File: config.mk
export PLATFORM = sky130hd
export DESIGN_NAME = cam_fb_writer
export DESIGN_NICKNAME = d
export VERILOG_FILES = /design/src/rtl/cam_fb_writer.sv
export SDC_FILE = /design/constraint.sdc
export NUM_CORES = 1
export LEC_CHECK = 0
export BUFFER_PORTS_ARGS = -buffer_cell sky130_fd_sc_hd__buf_4
export CORE_ASPECT_RATIO = 1.5
export CORE_MARGIN = 5
export CORE_UTILIZATION = 34
export DETAILED_ROUTE_END_ITERATION = 7
export GPL_TIMING_DRIVEN = 0
export PLACE_DENSITY = 0.63
export SYNTH_ARGS = -nofsm -noshare
export SYNTH_HDL_FRONTEND = slang
export SYNTH_SLANG_ARGS = --single-unit
export TNS_END_PERCENT = 10
File: constraint.sdc
create_clock -name clk -period 2.31 [get_ports clk]
set_input_delay 0.462 -clock clk [delete_from_list [all_inputs] [get_ports clk]]
set_output_delay 0.462 -clock clk [all_outputs]
set_load 0.03 [all_outputs]
File: src/rtl/cam_fb_writer.sv
// Camera-to-frame-buffer bridge: pairs RGB565 bytes into pixels, packs them to RGB332
// and writes them at sequential RAM addresses, aligned to frame boundaries.
module cam_fb_writer #(
  parameter int AW      = 19,
  parameter int DW      = 8,
  parameter int MAX_PIX = 19200
) (
  input  logic          clk,
  input  logic          rst,
  input  logic          enable,
  input  logic          pixel_valid,
  input  logic [7:0]    pixel_data,
  input  logic          frame_done,
  output logic [AW-1:0] mem_addr,
  output logic [DW-1:0] mem_data,
  output logic          mem_we,
  output logic          mem_en,
  output logic          frame_ready,
  output logic [7:0]    frame_count,
  output logic          overflow,
  output logic          busy
);

  typedef enum logic [1:0] {IDLE, SYNC, CAPTURE} state_t;

  localparam logic [AW-1:0] PIX_LIMIT = AW'(MAX_PIX);

  state_t        state, state_nxt;
  logic [AW-1:0] addr;
  logic          phase;
  logic [7:0]    hi_p0;

  function automatic logic [DW-1:0] pack_rgb332(input logic [7:0] hi, input logic [7:0] lo);
    return DW'({hi[7:5], hi[2:0], lo[4:3]});
  endfunction

  always_ff @(posedge clk) begin
    if (rst) state <= IDLE;
    else     state <= state_nxt;
  end

  // A capture request with enable low while syncing is dropped before a frame can start.
  always_comb begin
    state_nxt = state;
    case (state)
      IDLE:    if (enable) state_nxt = SYNC;
      SYNC: begin
        if (!enable)         state_nxt = IDLE;
        else if (frame_done) state_nxt = CAPTURE;
      end
      CAPTURE: if (frame_done && !enable) state_nxt = IDLE;
      default: state_nxt = IDLE;
    endcase
  end

  assign busy   = (state == CAPTURE);
  assign mem_en = mem_we;

  // Stage p0: high byte of the pixel in flight
  always_ff @(posedge clk) begin
    if (state == CAPTURE && pixel_valid && !phase) hi_p0 <= pixel_data;
  end

  // Stage p1: registered RAM write and frame bookkeeping
  always_ff @(posedge clk) begin
    if (rst) begin
      addr        <= '0;
      phase       <= 1'b0;
      mem_we      <= 1'b0;
      mem_addr    <= '0;
      mem_data    <= '0;
      frame_ready <= 1'b0;
      frame_count <= '0;
      overflow    <= 1'b0;
    end else begin
      mem_we      <= 1'b0;
      frame_ready <= 1'b0;
      case (state)
        SYNC: begin
          addr  <= '0;
          phase <= 1'b0;
        end
        CAPTURE: begin
          if (pixel_valid) begin
            if (!phase) begin
              phase <= 1'b1;
            end else begin
              phase <= 1'b0;
              if (addr < PIX_LIMIT) begin
                mem_we   <= 1'b1;
                mem_addr <= addr;
                mem_data <= pack_rgb332(hi_p0, pixel_data);
                addr     <= addr + AW'(1);
              end else begin
                overflow <= 1'b1;
              end
            end
          end
          // Closing the frame overrides the byte bookkeeping above; a write
          // issued on the same edge still uses the pre-close address.
          if (frame_done) begin
            frame_ready <= 1'b1;
            frame_count <= frame_count + 8'd1;
            addr        <= '0;
            phase       <= 1'b0;
            overflow    <= 1'b0;
          end
        end
        default: ;
      endcase
    end
  end

endmodule

# Word-level counts from Yosys, hierarchy flattened
# Index checks and enable logic that the tools add are counted.
# totals
reg_bits	68
output_inout_bits	40
input_bits	13
elab_cells	62
# op_classes
n_reduce_logical	17
add_sub_neg	2
n_mux	20
bitwise_logic	3
n_lt_le_gt_ge	1
n_eq_ne	9
# ops
op	count
$mux 19	4
$pmux 19 s2	1
$add 19x1->19 const B	1
$lt 19x15->1 const B	1
$reduce_and 4->1	3
$mux 1	9
$add 8x1->8 const B	1
$mux 2	4
$ne 3x2->1 const B	2
$ne 3x3->1 const B	2
$pmux 2 s3	1
$reduce_bool 2->1	3
$ne 2x2->1 const B	2
$reduce_and 2->1	2
$reduce_or 4->1	1
$logic_and 1x1->1	3
$not 1->1	3
$reduce_and 3->1	1
$eq 2x1->1 const B	1
$eq 2x2->1 const B	1
$logic_not 1->1	2
$logic_not 2->1	1
$ne 2x1->1 const B	1
$pmux 1 s2	1
$reduce_or 2->1	1

# Logic depth before layout (Yosys ltp)
# Gate-level depths: netlist of run 1.
# logic_depth
word_depth	6
ltp_mapped	9

# Worst setup path after synthesis of run 1
# OpenSTA, ideal clock, no wires.
# synth_timing
path_type	flip-flop to flip-flop
start	register state[0]
end	register addr[8]
arrival_time_ns	1.952
stages_incl_launch_ff	10
slack_ns	0.288
setup_time_ns	0.070
path_buffers	2
t_required_ns	2.240
path_cell_list	dfxtp_1 > inv_1 > ha_1 > nand2b_1 > buf_2 > o21ai_2 > a21o_1 > buf_6 > or4_1 > a21oi_1
# synth_between
elab_chain_len	3
elab_cells_between_ends	8
# synth_rtl
element	line	source
start, declared	28	state_t state, state_nxt;
start signal, assigned	39	else state <= state_nxt;
$eq 2x2->1 *	-	
named net busy	21	output logic busy
$ne 3x2->1 (no line) (tied with other cells)	-	
$reduce_and 4->1 (no line)	-	
end signal, assigned	93	addr <= addr + AW'(1);
end, declared	29	logic [AW-1:0] addr;
# Mark *: on every way through the listed nets, which the timed path passes. The rest lies on a longest branch.
# A chain may end at the register's enable or synchronous reset.

# Worst setup path after layout of run 1
# layout_timing
start	register state[0]
end	register addr[13]
# layout_between
elab_chain_len	3
elab_cells_between_ends	8
# layout_rtl
element	line	source
$eq 2x2->1 or $eq 2x1->1 (tied branches)	78	case (state)
$ne 3x2->1 (no line) (tied with other cells)	-	
$reduce_and 4->1 (no line)	-	
# Several ways; a longest one is shown, not always the timed one.

==> summary.md, run 1 <==
| Metric | Value |
|---|---|
| Root Buffer Master | clkbuf_16 |
| GRT Util Overall | 0.128 |
| Biggest area consumer among synthesized cells | dfxtp_1 |
| Slew margin rel. | 0.642 |
| Clock network latency to the later pin of the worst-skew pair | between 0.3 and 0.4 ns |
| Setup repair after global routing missed its margin | no |
| Final hold violation count | 0 |
| Share of power burned in combinational logic | 0.054 |
| Layout cells sized above 1 | 0.221 |
| Number of routed nets with antenna violations | 0 |
| Async set or reset register ratio after synthesis | 0 |
| P_leak | 0.00132 uW |
| Mean area per synthesized cell | 8.99 sq um |
| Syn Inst Count | 291 |
| Proportion of power drawn by flip-flops and latches | 0.464 |
| Max capacitance violation total | 0 |
| Number of sinks handled by clock tree synthesis | 66 |
| Number of core rows | 39 |
| End point of the most critical hold path | hi_p0[5]$_DFFE_PP_ |
| Total DRC errors in the routed layout | 0 |
| Sequential element share of the synthesized area | 0.528 |
| Status | finished clean |
| Buffers inserted during post-CTS setup optimization | 0 |
| Die area | 9580 sq um |
| Power density of the placed cells | 742 nW/um^2 |
| Worst Max-Slew Pin Slew | 0.538 ns |
| Worst r2r path cells | 8 |
| Worst reg2reg path startpoint | state[0]$_SDFFE_PP0P_ |
| Die height | ~120 um |
| End of the worst register-to-register path | addr[13]$_SDFFE_PP0P_ |
| Total of flip-flops plus latches after synthesis | between 60 and 70 |
| Pin count of the biggest net entering global routing | 11 |
| Data arrival, critical path | 2.41 ns |
| Achievable Freq | 462 MHz |
| Dpl cells | 444 |
| WP data required | about 2.6 ns |
| Number of iterations in the first detailed-routing pass | 4 |
| Total vias in the final route | about 2,200 |
| Share of the cycle needed by the critical path after routing | 0.937 |
| Type of element capturing the critical path | flop |
| Initial Util | 0.346 |
| Post-detail-place hpwl | 4290 um |
| P_int | 1990 uW |
| Syn_nets | roughly 310 |
| Worst stage delay on the critical path | 0.45 ns |
| Worst Hold Depth | 1 |
| Number of global-route vias before repair | just over 2,000 |
| Count of pins over their slew limit | 0 |
| Distinct cell type count of the synthesized netlist | 44 |
| Switching share of total power | 0.213 |
| Post-synthesis instance area | 2620 sq um |
| Top cells by instance count after synthesis | nand2_1 (66), dfxtp_1 (60), a21oi_1 (34) |
| Worst setup path category | reg2reg |
| Worst Setup Start Kind | flop |
| Number of warning messages in the yosys log | 0 |
| Core ar. | between 7000 and 8000 sq um |
| Library cell with the highest instance count after synthesis | nand2_1 |
| Per-cell routed wire length | 12.4 um |
| Buffers added on ports | roughly 50 |
| Antenna diode count | 0 |
| Placer congestion estimate | 0.808 |
| Worst Path Max Fanout | 9 |
| Number of flops mapped to enable cells by yosys | 6 |
| Final critical delay including setup and external delays | 2.16 ns |
| Wire length of the first global-routing pass | 9430 um |
| Part of the power in the clock network | 0.481 |
| Aggregate global routing overflow | 0 |
| Wirelength, routed | about 5700 um |
| Maximum root-to-sink buffer count | 2 |
| Accumulated negative setup slack | 0 ns |
| Startpoint of the tightest hold check path | pixel_data[5] |
| Area fraction of the dominant cell type after synthesis | 0.459 |
| Post-Layout Cell Count | 459 |
| Path class of the lowest-slack min-delay path | in2reg |
| Clock transition time at the flip-flop clock pins of the worst setup and hold paths | 0.05 ns |
| Worst Clk Skew | ~0.0046 ns |
| Area growth, synth to finish | 30.0% |
| Psw | 537 uW |
| Routed via count divided by cell count | 4.74 |
| Master of the slowest instance on the critical path | or4b_1 |
| Floorplan die width | 81.6 um |
| Cell chain of the critical path | inv_1, ha_1, nand2b_1, buf_2, o21ai_2, a211oi_4, or4b_1, o21ai_0 |
| Antenna violations before repair | 0 |
| Number of buffers inserted during clock tree synthesis | 9 |
| Predominant post-synthesis flop cell | dfxtp_1 |
| H-tree level count | 3 |
| Maximum ir drop on the vdd rail | 492 uV |
| Boundary pin count | 53 |
| TritonCTS clock tree | done |
| Setup Viol. Count Final | 0 |
| Post-layout nets | 371 |
| Fraction of the core area covered by cells at the end of the flow | 0.450 |
| Biggest area contributors in the synthesized netlist | dfxtp_1 (46%), nand2_1 (9.5%), edfxtp_1 (6.9%) |
| R2R setup slack | approximately 0.15 ns |
| Number of DRC violations after detailed-routing iteration 0 | ~120 |
## flip-flops by register name, summed over array words and instances, names as in the netlist
signal / flops
mem_en: 1
phase: 1
state: 2
addr: 19
overflow: 1
frame_ready: 1
frame_count: 8
hi_p0: 6
mem_data: 8
mem_addr: 19
## critical path: cells and delay by family, from the launching register on
family / cells / cell delay, ns
AOI/OAI and AO/OA: 3 / 0.58
DFF: 1 / 0.36
adders and majority gates: 1 / 0.31
buffers and inverters: 2 / 0.28
and+or+nand+nor: 2 / 0.55
## what timing repair did
item / 4_1_cts / 5_1_grt
endpoints found under the setup margin: 0 / 5
hold buffers: 0 / 0
gates resized for setup: 0 / 2
## logic make-up after synthesis
kind of cell | count (synthesis) | synth area share
mux | 4 | 0.0153
buf+inv | 18 | 0.0321
compound gates | 56 | 0.134
simple gates | 133 | 0.236
fa+ha+maj | 5 | 0.0239
flops | 66 | 0.528
xor+xnor | 9 | 0.0301
## layer usage
metal / track usage / wire length (um) / vias up
met2: 0.206 / 2900 / 35
met1: 0.149 / 2420 / 1020
met3: 0.0406 / 235 / 9
li1: - / - / 1111
met5: 0 / 0 / -
met4: 0.0624 / 123 / 0
## stage by stage
step | worst slack, ns | hold slack (ns) | power [uW] | instance area [sq um]
after floorplan | 0.288 | 0.453 | 1280 | 2620
after global placement | 0.141 | 0.445 | 1330 | 3130
after detailed placement | 0.0924 | 0.449 | 1330 | 3130
after CTS | 0.0686 | 0.302 | 2560 | 3400
after global routing | 0.00841 | 0.299 | 2630 | 3400
final | 0.146 | 0.316 | 2520 | 3400
## cell type report
cell class                      instances  area (sq um)
Fill cell                             768          4160
Clock inverter                          3          15.0
Inverter                                3          11.3
Buffer                                 15          72.6
Clock buffer                           12           256
Tap cell                              102           128
Timing Repair Buffer                   51           383
Sequential cell                        66          1380
Multi-Input combinational cell        207          1150
## layout by cell type (no fill, tap or decap), types with 6 or more instances in the layout
cell type	Yosys	layout
nand2_1	66	66
dfxtp_1	60	60
buf_4	1	52
a21oi_1	34	33
nor2_1	23	23
and2_1	9	9
clkbuf_16	0	9
clkbuf_1	8	8
nand3_1	7	7
edfxtp_1	6	6
## worst max-delay path by stage
stage | end | start | cells after the start
3_5_place_dp | addr[7]$_SDFFE_PP0P_ | state[0]$_SDFFE_PP0P_ | 9
5_1_grt | addr[13]$_SDFFE_PP0P_ | state[0]$_SDFFE_PP0P_ | 8
3_3_place_gp | addr[7]$_SDFFE_PP0P_ | state[0]$_SDFFE_PP0P_ | 9
4_1_cts | addr[7]$_SDFFE_PP0P_ | state[0]$_SDFFE_PP0P_ | 9
2_1_floorplan | addr[8]$_SDFFE_PP0P_ | state[0]$_SDFFE_PP0P_ | 9
6_report | addr[13]$_SDFFE_PP0P_ | state[0]$_SDFFE_PP0P_ | 8
## power groups by stage
stage	registers [uW]	clock network [uW]	logic, uW
2_1_floorplan	1200	0	87.5
3_3_place_gp	1190	0	133
3_5_place_dp	1190	0	135
4_1_cts	1170	1250	136
5_1_grt	1170	1310	152
6_report	1170	1220	137
(Power assumes the default switching activity.)
==> inputs of run 2 (changes only) <==
Settings changed: GPL_TIMING_DRIVEN 0 to default.
==> summary.md, run 2 (synthesized netlist as in run 1, its figures left out) <==
| Metric | Value |
|---|---|
| Final hold violation count | 0 |
| Total vias in the final route | 2,109 |
| Commonest cells after routing, fill and taps aside | nand2_1 (66), dfxtp_1 (60), buf_4 (55), a21oi_1 (34), nor2_1 (23) |
| Per-cell routed wire length | around 13 um |
| Number of routed nets with antenna violations | 0 |
| Type of element capturing the critical path | flop |
| Wire length of the first global-routing pass | 9890 um |
| Path class of the lowest-slack min-delay path | in2reg |
| Slew margin rel. | 0.673 |
| Final critical delay including setup and external delays | 2.15 ns |
| Max capacitance violation total | 0 |
| Count of hold-fix buffers inserted at cts | 0 |
| Number of buffers inserted during clock tree synthesis | 9 |
| Largest registers | addr: 19 flops, mem_addr: 19 flops |
| Data arrival, critical path | 2.41 ns |
| Worst Clk Skew | 0.00686 ns |
| Die area | 9580 sq um |
| Buffers inserted during post-CTS setup optimization | 0 |
| Pin count of the biggest net entering global routing | 43 |
| Power density of the placed cells | 772 nW/um^2 |
| TritonCTS clock tree | done |
| Wirelength, routed | around 5800 um |
| Share of the cycle needed by the critical path after routing | 0.932 |
| Post-layout nets | 360 |
| WP data required | 2.57 ns |
| H-tree level count | 3 |
| Number of core rows | 39 |
| Area of the multi-input gates | 1150 sq um |
| Number of DRC violations after detailed-routing iteration 0 | 98 |
| Achievable Freq | 464 MHz |
| Worst Path Max Fanout | 11 |
| Count of pins over their slew limit | 0 |
| Antenna violations before repair | 0 |
| Final Total Pwr | 2590 uW |
| Post-detail-place hpwl | 4080 um |
| Clock network latency to the later pin of the worst-skew pair | 0.33 ns |
| Initial Util | 0.346 |
| FILL cells | 752 |
| Worst Max-Slew Pin Slew | 0.488 ns |
| Worst setup path category | reg2reg |
| Number of sinks handled by clock tree synthesis | between 60 and 70 |
| Aggregate global routing overflow | 0 |
| Routed via count divided by cell count | ~4.7 |
| Antenna diode count | 0 |
| Area growth, synth to finish | 28.6% |
| GRT Util Overall | 0.132 |
| Maximum ir drop on the vdd rail | 530 uV |
| Buffers added on ports | 52 |
| Placer congestion estimate | 0.814 |
| Status | finished clean |
| Core ar. | 7560 sq um |
| Number of global-route vias before repair | 2,038 |
| Worst Setup Start Kind | flop |
| Seq. cell area | 1380 sq um |
| Setup repair after global routing missed its margin | no |
| Setup Viol. Count Final | 0 |
| Maximum root-to-sink buffer count | 2 |
| Die height | 117 um |
| Clock transition time at the flip-flop clock pins of the worst setup and hold paths | 0.05 ns |
| Total DRC errors in the routed layout | 0 |
| Leading cell type in the layout, fill and taps excluded | nand2_1 |
| Number of iterations in the first detailed-routing pass | 4 |
| Accumulated negative setup slack | 0 ns |
| P_leak | ~0.0013 uW |
| Root Buffer Master | clkbuf_16 |
| Layout cells sized above 1 | 0.213 |
| Floorplan die width | 81.6 um |
| Boundary pin count | 53 |
| Post-CTS resize count | 0 |
run 2: cell count changes in the layout (fill, tap and decap cells not counted):
cell	change
buf_6	-1
bufinv_16	+1
buf_2	-4
a21oi_1	+1
clkbuf_8	-2
buf_4	+3
buf_1	-2
a21oi_2	-1
clkinv_2	-1
clkbuf_1	-4
run 2: path summary, 6_finish.rpt:
kind / start / slack (ns) / to / cells after the start
worst max-delay path: state[0]$_SDFFE_PP0P_ / 0.16 / addr[9]$_SDFFE_PP0P_ / 7
worst min-delay path: pixel_data[5] / 0.31 / hi_p0[5]$_DFFE_PP_ / 1
worst max register to register: state[0]$_SDFFE_PP0P_ / 0.16 / addr[9]$_SDFFE_PP0P_ / 7
worst min register to register: mem_addr[13]$_SDFFE_PP0P_ / 0.45 / mem_addr[13]$_SDFFE_PP0P_ / 2
run 2: power breakdown:
group	internal, uW	switching, uW
clock network	832	466
registers	1160	6.22
logic	44.6	81.4
run 2: routing by layer:
metal / global-route usage / wire, um / part of all wire
met5: 0 / 0 / 0
met4: 0.0728 / 140 / 0.024
met3: 0.0345 / 242 / 0.042
met2: 0.205 / 2900 / 0.50
met1: 0.163 / 2500 / 0.43
run 2: cell type report:
class                   instances  share of cell area
clock buffers                  13              0.0714
clock inverters                 3              0.0119
inverters                       3             0.00335
multi-input cells             207               0.342
flip-flops and latches         66               0.411
well taps                     102              0.0379
repair buffers                 55               0.123
run 2: stage by stage:
stage | instances | setup WS (ns) | hold WS (ns) | utilization | area, sq um
after floorplan | 291 | 0.288 | 0.453 | - | 2620
after global placement | 433 | 0.283 | 0.444 | 0.408 | 3080
after detailed placement | 433 | 0.174 | 0.447 | 0.408 | 3080
after CTS | 449 | 0.149 | 0.302 | 0.445 | 3360
after global routing | 449 | 0.00376 | 0.298 | 0.445 | 3360
final | 449 | 0.156 | 0.309 | 0.445 | 3360
run 2: worst max-delay path: stages (launching register included):
cell	delay, ns
dfxtp_1	0.35
inv_1	0.08
ha_1	0.30
nand2b_1	0.29
o21ai_2	0.16
a21o_1	0.28
or4_1	0.49
a21oi_1	0.14
